### config.mk
export PLATFORM = sky130hd
export DESIGN_NAME = mult_unit
export DESIGN_NICKNAME = d
export VERILOG_FILES = /design/src/rtl/arm_pkg.sv /design/src/rtl/mult_unit.sv
export SDC_FILE = /design/constraint.sdc
export NUM_CORES = 1
export LEC_CHECK = 0
export BUFFER_PORTS_ARGS = -buffer_cell sky130_fd_sc_hd__buf_2
export CORE_AREA = 4 4 130 256
export DETAILED_ROUTE_END_ITERATION = 12
export DIE_AREA = 0 0 134 260
export PLACE_DENSITY = 0.83
export SKIP_LAST_GASP = 1
export SYNTH_ARGS = -nofsm -noshare
export SYNTH_HDL_FRONTEND = slang
export SYNTH_SLANG_ARGS = --single-unit
### constraint.sdc
create_clock -name clk -period 15.75 [get_ports clk]
set_clock_uncertainty 0.2 [all_clocks]
set_input_delay 2.3625 -clock clk [delete_from_list [all_inputs] [get_ports clk]]
set_output_delay 2.3625 -clock clk [all_outputs]
set_load 0.01 [all_outputs]
### src/rtl/arm_pkg.sv
// Shared definitions for the multiplier: FSM state encoding, latency and
// the decoder funct bit positions that select long/signed multiplies.
package arm_pkg;

  typedef enum logic [1:0] {
    IDLE = 2'd0,
    BUSY = 2'd1,
    DONE = 2'd2
  } mult_state_t;

  localparam int MUL_WIDTH        = 32;
  localparam int MUL_LATENCY      = MUL_WIDTH + 1;
  localparam int FUNCT_MUL_LONG   = 3;
  localparam int FUNCT_MUL_SIGNED = 2;

endpackage

### src/rtl/mult_unit.sv
// Iterative shift-add multiplier for MUL / UMULL / SMULL. One multiplier bit
// per cycle, fixed WIDTH+1 latency from start to the done pulse.
module mult_unit
  import arm_pkg::*;
#(
  parameter int WIDTH = MUL_WIDTH
) (
  input  logic             clk,
  input  logic             reset,
  input  logic             start,
  input  logic             long_mul,
  input  logic             signed_mul,
  input  logic [WIDTH-1:0] src_a,
  input  logic [WIDTH-1:0] src_b,
  output logic             busy,
  output logic             done,
  output logic [WIDTH-1:0] result_lo,
  output logic [WIDTH-1:0] result_hi,
  output logic             flag_n,
  output logic             flag_z
);

  localparam int CW = $clog2(WIDTH) + 1;

  mult_state_t        state_q, state_d;
  logic [CW-1:0]      cnt_q, cnt_d;
  logic [2*WIDTH-1:0] mcand_q, mcand_d;
  logic [WIDTH-1:0]   mplier_q, mplier_d;
  logic [2*WIDTH-1:0] acc_q, acc_d;
  logic               long_q, long_d;
  logic               neg_q, neg_d;
  logic [WIDTH-1:0]   res_lo_q, res_lo_d;
  logic [WIDTH-1:0]   res_hi_q, res_hi_d;
  logic               flag_n_q, flag_n_d;
  logic               flag_z_q, flag_z_d;

  logic               sign_fix;
  logic [WIDTH-1:0]   a_abs, b_abs;
  logic [2*WIDTH-1:0] acc_sum;
  logic [2*WIDTH-1:0] prod;

  always_comb begin
    state_d  = state_q;
    cnt_d    = cnt_q;
    mcand_d  = mcand_q;
    mplier_d = mplier_q;
    acc_d    = acc_q;
    long_d   = long_q;
    neg_d    = neg_q;
    res_lo_d = res_lo_q;
    res_hi_d = res_hi_q;
    flag_n_d = flag_n_q;
    flag_z_d = flag_z_q;

    // Magnitudes are taken unsigned, so abs(most-negative) reads as 2^(WIDTH-1).
    sign_fix = signed_mul & long_mul;
    a_abs    = (sign_fix && src_a[WIDTH-1]) ? (~src_a + 1'b1) : src_a;
    b_abs    = (sign_fix && src_b[WIDTH-1]) ? (~src_b + 1'b1) : src_b;

    acc_sum  = mplier_q[0] ? (acc_q + mcand_q) : acc_q;
    prod     = neg_q ? (~acc_sum + 1'b1) : acc_sum;

    case (state_q)
      IDLE, DONE: begin
        if (start) begin
          state_d  = BUSY;
          cnt_d    = '0;
          acc_d    = '0;
          mcand_d  = {{WIDTH{1'b0}}, a_abs};
          mplier_d = b_abs;
          long_d   = long_mul;
          neg_d    = sign_fix & (src_a[WIDTH-1] ^ src_b[WIDTH-1]);
        end else if (state_q == DONE) begin
          state_d = IDLE;
        end
      end
      BUSY: begin
        acc_d    = acc_sum;
        mcand_d  = mcand_q << 1;
        mplier_d = mplier_q >> 1;
        cnt_d    = cnt_q + CW'(1);
        if (cnt_q == CW'(WIDTH - 1)) begin
          state_d  = DONE;
          res_lo_d = prod[WIDTH-1:0];
          res_hi_d = long_q ? prod[2*WIDTH-1:WIDTH] : '0;
          flag_n_d = long_q ? prod[2*WIDTH-1] : prod[WIDTH-1];
          flag_z_d = long_q ? (prod == '0) : (prod[WIDTH-1:0] == '0);
        end
      end
      default: state_d = IDLE;
    endcase
  end

  always_ff @(posedge clk) begin
    if (reset) begin
      state_q  <= IDLE;
      cnt_q    <= '0;
      mcand_q  <= '0;
      mplier_q <= '0;
      acc_q    <= '0;
      long_q   <= 1'b0;
      neg_q    <= 1'b0;
      res_lo_q <= '0;
      res_hi_q <= '0;
      flag_n_q <= 1'b0;
      flag_z_q <= 1'b0;
    end else begin
      state_q  <= state_d;
      cnt_q    <= cnt_d;
      mcand_q  <= mcand_d;
      mplier_q <= mplier_d;
      acc_q    <= acc_d;
      long_q   <= long_d;
      neg_q    <= neg_d;
      res_lo_q <= res_lo_d;
      res_hi_q <= res_hi_d;
      flag_n_q <= flag_n_d;
      flag_z_q <= flag_z_d;
    end
  end

  assign busy      = (state_q == BUSY);
  assign done      = (state_q == DONE);
  assign result_lo = res_lo_q;
  assign result_hi = res_hi_q;
  assign flag_n    = flag_n_q;
  assign flag_z    = flag_z_q;

endmodule

# After elaboration in Yosys (flattened, before gate mapping)

Cells that the tools add are included.

Output and inout bits: 68
Register bits: 236
Logic and storage cells: 58

Muxes and demuxes: 19
Bitwise gates (word level): 6
Eq/ne operators: 6
Reductions and logical operators: 11
Add/sub/neg operators: 5

Operators with widths:

| kind                                                                  | count |
|---|---|
| 64-bit 2-to-1 mux                                                     | 4 |
| 64-bit one-hot mux with 2 select lines                                | 2 |
| 32-bit 2-to-1 mux                                                     | 4 |
| 32-bit by 1-bit adder with 32-bit output, second input constant       | 2 |
| 64-bit by 1-bit adder with 64-bit output, second input constant       | 1 |
| 64-bit adder                                                          | 1 |
| 64-bit zero test                                                      | 1 |
| 32-bit NOT                                                            | 2 |
| 64-bit NOT                                                            | 1 |
| 32-bit one-hot mux with 2 select lines                                | 1 |
| 32-bit zero test                                                      | 1 |
| 6-bit one-hot mux with 2 select lines                                 | 1 |
| 2-bit AND reduction                                                   | 4 |
| 6-bit by 1-bit adder with 6-bit output, second input constant         | 1 |
| 6-bit by 5-bit equality test with 1-bit output, second input constant | 1 |
| 2-bit 2-to-1 mux                                                      | 3 |
| 6-bit 2-to-1 mux                                                      | 1 |
| 2-bit one-hot mux with 2 select lines                                 | 1 |
| 3-bit inequality test, second input constant                          | 1 |
| 1-bit bitwise AND                                                     | 2 |
| 2-bit by 1-bit equality test with 1-bit output, second input constant | 1 |
| 2-bit equality test, second input constant                            | 1 |
| 1-bit logical AND                                                     | 2 |
| 2-bit zero test                                                       | 1 |
| 6 further kinds                                                       | 7 |

# Logic depth before layout (Yosys ltp)

Depth after elaboration: 7
Mapped depth: 20
Mapped depth without buffers: 18

# Least setup slack after synthesis

No wires, ideal clock.

Path type: register to register
Start: reg mcand_q[0]
End: reg flag_z_q (netlist: flag_z)
Data arrival time: 5450 ps
Path slack: 10040 ps
Setup time: 60 ps
Stages on the path, launching flop included: 21
Clock period less this slack: 5710 ps
Cells stage by stage: dfxtp_1 ha_1 inv_1 fa_1 and2b_4 o2111ai_4 a2111oi_4 o21ai_1 nor3b_1 or4_1 buf_2 nor4_2 nand3_2 or4_1 buf_2 or2_4 o31ai_4 xnor2_1 or4_1 o31ai_1 and3_1

Cells in the longest elaborated chain, start to end: 7

RTL lines:

| element                                                     | RTL line         | source |
|---|---|---|
| start, declared                                             | mult_unit.sv:27  | `logic [2*WIDTH-1:0] mcand_q, mcand_d;` |
| start signal, assigned                                      | mult_unit.sv:110 | `mcand_q <= mcand_d;` |
| 64-bit adder *                                              | mult_unit.sv:60  | `acc_sum = mplier_q[0] ? (acc_q + mcand_q) : acc_q;` |
| 64-bit 2-to-1 mux *                                         | mult_unit.sv:60  |  |
| 64-bit NOT                                                  | mult_unit.sv:61  | `prod = neg_q ? (~acc_sum + 1'b1) : acc_sum;` |
| 64-bit by 1-bit adder with 64-bit output                    | mult_unit.sv:61  |  |
| 64-bit 2-to-1 mux *                                         | mult_unit.sv:61  |  |
| 64-bit zero test / 32-bit zero test (equally long branches) | mult_unit.sv:87  | `flag_z_d = long_q ? (prod == '0) : (prod[WIDTH-1:0] == '0);` |
| 1-bit 2-to-1 mux *                                          | mult_unit.sv:87  |  |
| end signal, assigned                                        | mult_unit.sv:118 | `flag_z_q <= flag_z_d;` |
| end, declared                                               | mult_unit.sv:35  | `logic flag_z_q, flag_z_d;` |

Mark *: on every way between the ends. The rest lies on a longest branch, timed or not.
A chain may end at the register's enable or synchronous reset.

# Worst setup path after layout

Start: reg acc_q[0]
End: reg flag_z_q (netlist: flag_z)

Cells in the longest elaborated chain, start to end: 7

RTL lines:

| element                                                     | RTL line         | source |
|---|---|---|
| start, declared                                             | mult_unit.sv:29  | `logic [2*WIDTH-1:0] acc_q, acc_d;` |
| start signal, assigned                                      | mult_unit.sv:100 | `acc_q <= '0;` |
| start signal, assigned                                      | mult_unit.sv:112 | `acc_q <= acc_d;` |
| 64-bit adder                                                | mult_unit.sv:60  |  |
| 64-bit 2-to-1 mux *                                         | mult_unit.sv:60  |  |
| 64-bit NOT                                                  | mult_unit.sv:61  |  |
| 64-bit by 1-bit adder with 64-bit output                    | mult_unit.sv:61  |  |
| 64-bit 2-to-1 mux *                                         | mult_unit.sv:61  |  |
| 64-bit zero test / 32-bit zero test (equally long branches) | mult_unit.sv:87  |  |
| 1-bit 2-to-1 mux *                                          | mult_unit.sv:87  |  |

Marks and branches as above.

==> metrics.md <==
| Metric | Value |
|---|---|
| Clock slew seen by the registers of the worst setup and hold paths | 0.07 ns |
| Vias | 18000 |
| PortBufs | 136 |
| Largest net degree at the start of global routing | 87 |
| Avg WL per Cell | 23.3 um |
| Vias/cell | 6.54 |
| GRT overflow | 0 |
| GRT busiest layer | met2 |
| Worst min path class | register to register |
| CP Launch Type | register |
| Fin crit share | 0.420 |
| Standard-cell rows | 92 |
| DP HPWL | 48000 um |
| First-pass DRT Iterations | 6 |
| Postcts setup bufs | 0 |
| Top-count cell post-synth | nor2_1 |
| Initial Utilization | 0.539 |
| Clk_lat worst skew | 0.57 ns |
| Crit path kind | register to register |
| RePlAce Congestion | 1.08 |
| Antenna violations before repair | 0 |
| CTS tree | yes |
| Status | finished, final reports clean |
| Critical Path RT | 16.06 ns |
| Least-Margin Pin Slew | 1.04 ns |
| Post-CTS Hold Fix Bufs | 0 |
| Die ar. | 34800 um2 |
| DRC errors left | 0 |
| GR Util met3 | 0.0592 |
| DRT iter0 DRCs | 1348 |
| Global-route wire length before repair | 96600 um |
| Max transition margin | 0.299 |
| Post-Synthesis Cell Area | 16900 um2 |
| P_leak | 7.30 nW |
| Proportion of layout cells with a drive suffix above 1 | 0.109 |
| Ys Warns | 0 |
| FMAX | 0.151 GHz |
| DRT antenna net count | 0 |
| CP Capture Type | register |
| Worst EP arrival | 6.93 ns |
| Post-synth ARST share | 0 |
| Die W | 134 um |
| Met2 Usage GRT | 0.654 |
| Final Critical Period | 6.62 ns |
| Die height | 260 um |
| Synth area leader | dfxtp_1 |
| Synth cell count leaders | 351 x nor2_1, 253 x a21oi_1, 236 x dfxtp_1 |
| Synth area leaders | dfxtp_1 28%, nor2_1 7.8%, a21oi_1 7.5% |
| Slew Limit Fails | 0 |
| EDFF count, synth | 0 |
| # diodes | 0 |
| Final net count | 2451 |
| Post-Route WL | 64300 um |
| Share of the synthesized area in the top cell type | 0.279 |
| Syn Area/Cell | 7.42 um2 |
| Critical path peak fanout | 10 |
| Max Cap Viol | 0 |
| TritonCTS Buffers | 23 |
| VDD IR-drop max | 90.9 uV |
| Power density cells | 78.8 nW/um2 |
| Cts repair resizes | 0 |
| TritonCTS Sinks | 236 |
| Max clock buf depth | 3 |
| Syn-to-layout area delta | 9.63% |
| RSZ-0062 raised after global routing | false |
| Root Buffer | clkbuf_16 |
| GRT Total Usage | 0.356 |
| Sequential area share after synthesis | 0.279 |
| Post-synth top flop | dfxtp_1 |
| H-tree levels | 1 |
| Boundary Pins | 137 |
| Syn nets | 2420 |
| Distinct cells, synth | 93 |
| Synthesized flop and latch total | 236 |
| Setup TNS | 0 ns |
| Final Setup Violations | 0 |
| Vias in the first global route | 17700 |
| Final design utilization | 0.591 |
| Hold Fails Final Rpt | 0 |
| Met1 Use GR | 0.312 |
| Core ar. | 31400 um2 |
| Mapped Cells | 2283 |
==> routing by layer <==
layer	routed length (um)	part of all wire
met5	0	0
met4	7800	0.12
met3	3740	0.058
met2	33100	0.52
met1	19600	0.31
==> final cells by class <==
type / count / area, um2
Tap cell: 423 / 529
Clock buffer: 28 / 634
Sequential cell: 236 / 4730
Inverter: 22 / 85.1
Timing Repair Buffer: 159 / 860
Fill cell: 2938 / 12800
Clock inverter: 14 / 174
Multi-Input combinational cell: 1872 / 11600
==> cells in the final DEF, fill, tap and decap left out, types with 23 or more instances in the layout <==
| cell type | instances |
|---|---|
| a21o_1 | 34 |
| a21oi_1 | 253 |
| a22oi_1 | 167 |
| buf_2 | 135 |
| buf_4 | 23 |
| clkbuf_16 | 23 |
| dfxtp_1 | 235 |
| ha_1 | 67 |
| nand2_1 | 213 |
| nand3_1 | 36 |
| nand4_1 | 40 |
| nor2_1 | 350 |
| nor3_1 | 46 |
| o21ai_0 | 111 |
| o31ai_1 | 29 |
| or3_1 | 23 |
| xnor2_1 | 87 |
| xor2_1 | 61 |
==> worst max-delay path, stage by stage (launching register included) <==
cell       delay, ns
dfxtp_1         0.37
ha_1            0.23
inv_1           0.07
fa_1            0.37
and2b_4         0.30
o2111ai_4       0.14
a2111oi_4       0.71
o21ai_1         0.15
nor3b_1         0.20
or4_1           0.70
nor4_2          0.58
nand3_2         0.31
or4_1           0.72
or2_4           0.31
o31ai_4         0.18
xnor2_1         0.11
or4_1           0.52
o31ai_1         0.21
and3_1          0.18
==> worst paths after layout <==
check / start / end / slack, ns / cells past startpoint
max: acc_q[0] / flag_z / 9.13 / 18
min reg2reg: result_lo[19] / result_lo[19] / 0.26 / 2
min: result_lo[19] / result_lo[19] / 0.26 / 2
max reg2reg: acc_q[0] / flag_z / 9.13 / 18
==> cells by family after synthesis <==
| logic type | after synthesis | synth area share |
|---|---|---|
| AOI/OAI and AO/OA | 780 | 0.304 |
| xor gates and xnor gates | 148 | 0.0765 |
| adders and majority gates | 68 | 0.0506 |
| buffers and inverters | 175 | 0.0399 |
| DFF | 236 | 0.279 |
| muxes | 34 | 0.0212 |
| and+or+nand+nor | 842 | 0.229 |
==> power breakdown <==
part	leakage (nW)	internal (mW)	total (mW)	switching, mW
sequential	1.91	0.611	0.628	0.0170
combinational	5.00	0.0733	0.235	0.161
clock	0.390	0.340	0.601	0.262
total	7.30	1.02	1.46	0.440
==> through the flow <==
stage	power (mW)	std cells	hold slack, ns	setup WS (ns)	cell area [um2]
2_1_floorplan	0.798	2283	0.237	10.04	16900
3_3_place_gp	0.864	2712	0.244	9.43	17800
3_5_place_dp	0.869	2712	0.260	9.31	17800
4_1_cts	1.46	2754	0.271	9.27	18600
5_1_grt	1.51	2754	0.287	8.78	18600
6_report	1.46	2754	0.262	9.13	18600
==> sequential cells by signal, indices dropped and copies added (netlist names) <==
register,flops
flag_n,1
acc_q,64
neg_q,1
result_lo,32
state_q,2
long_q,1
cnt_q,6
mplier_q,32
mcand_q,64
result_hi,32
flag_z,1
Power figures use the tool's default switching activity.
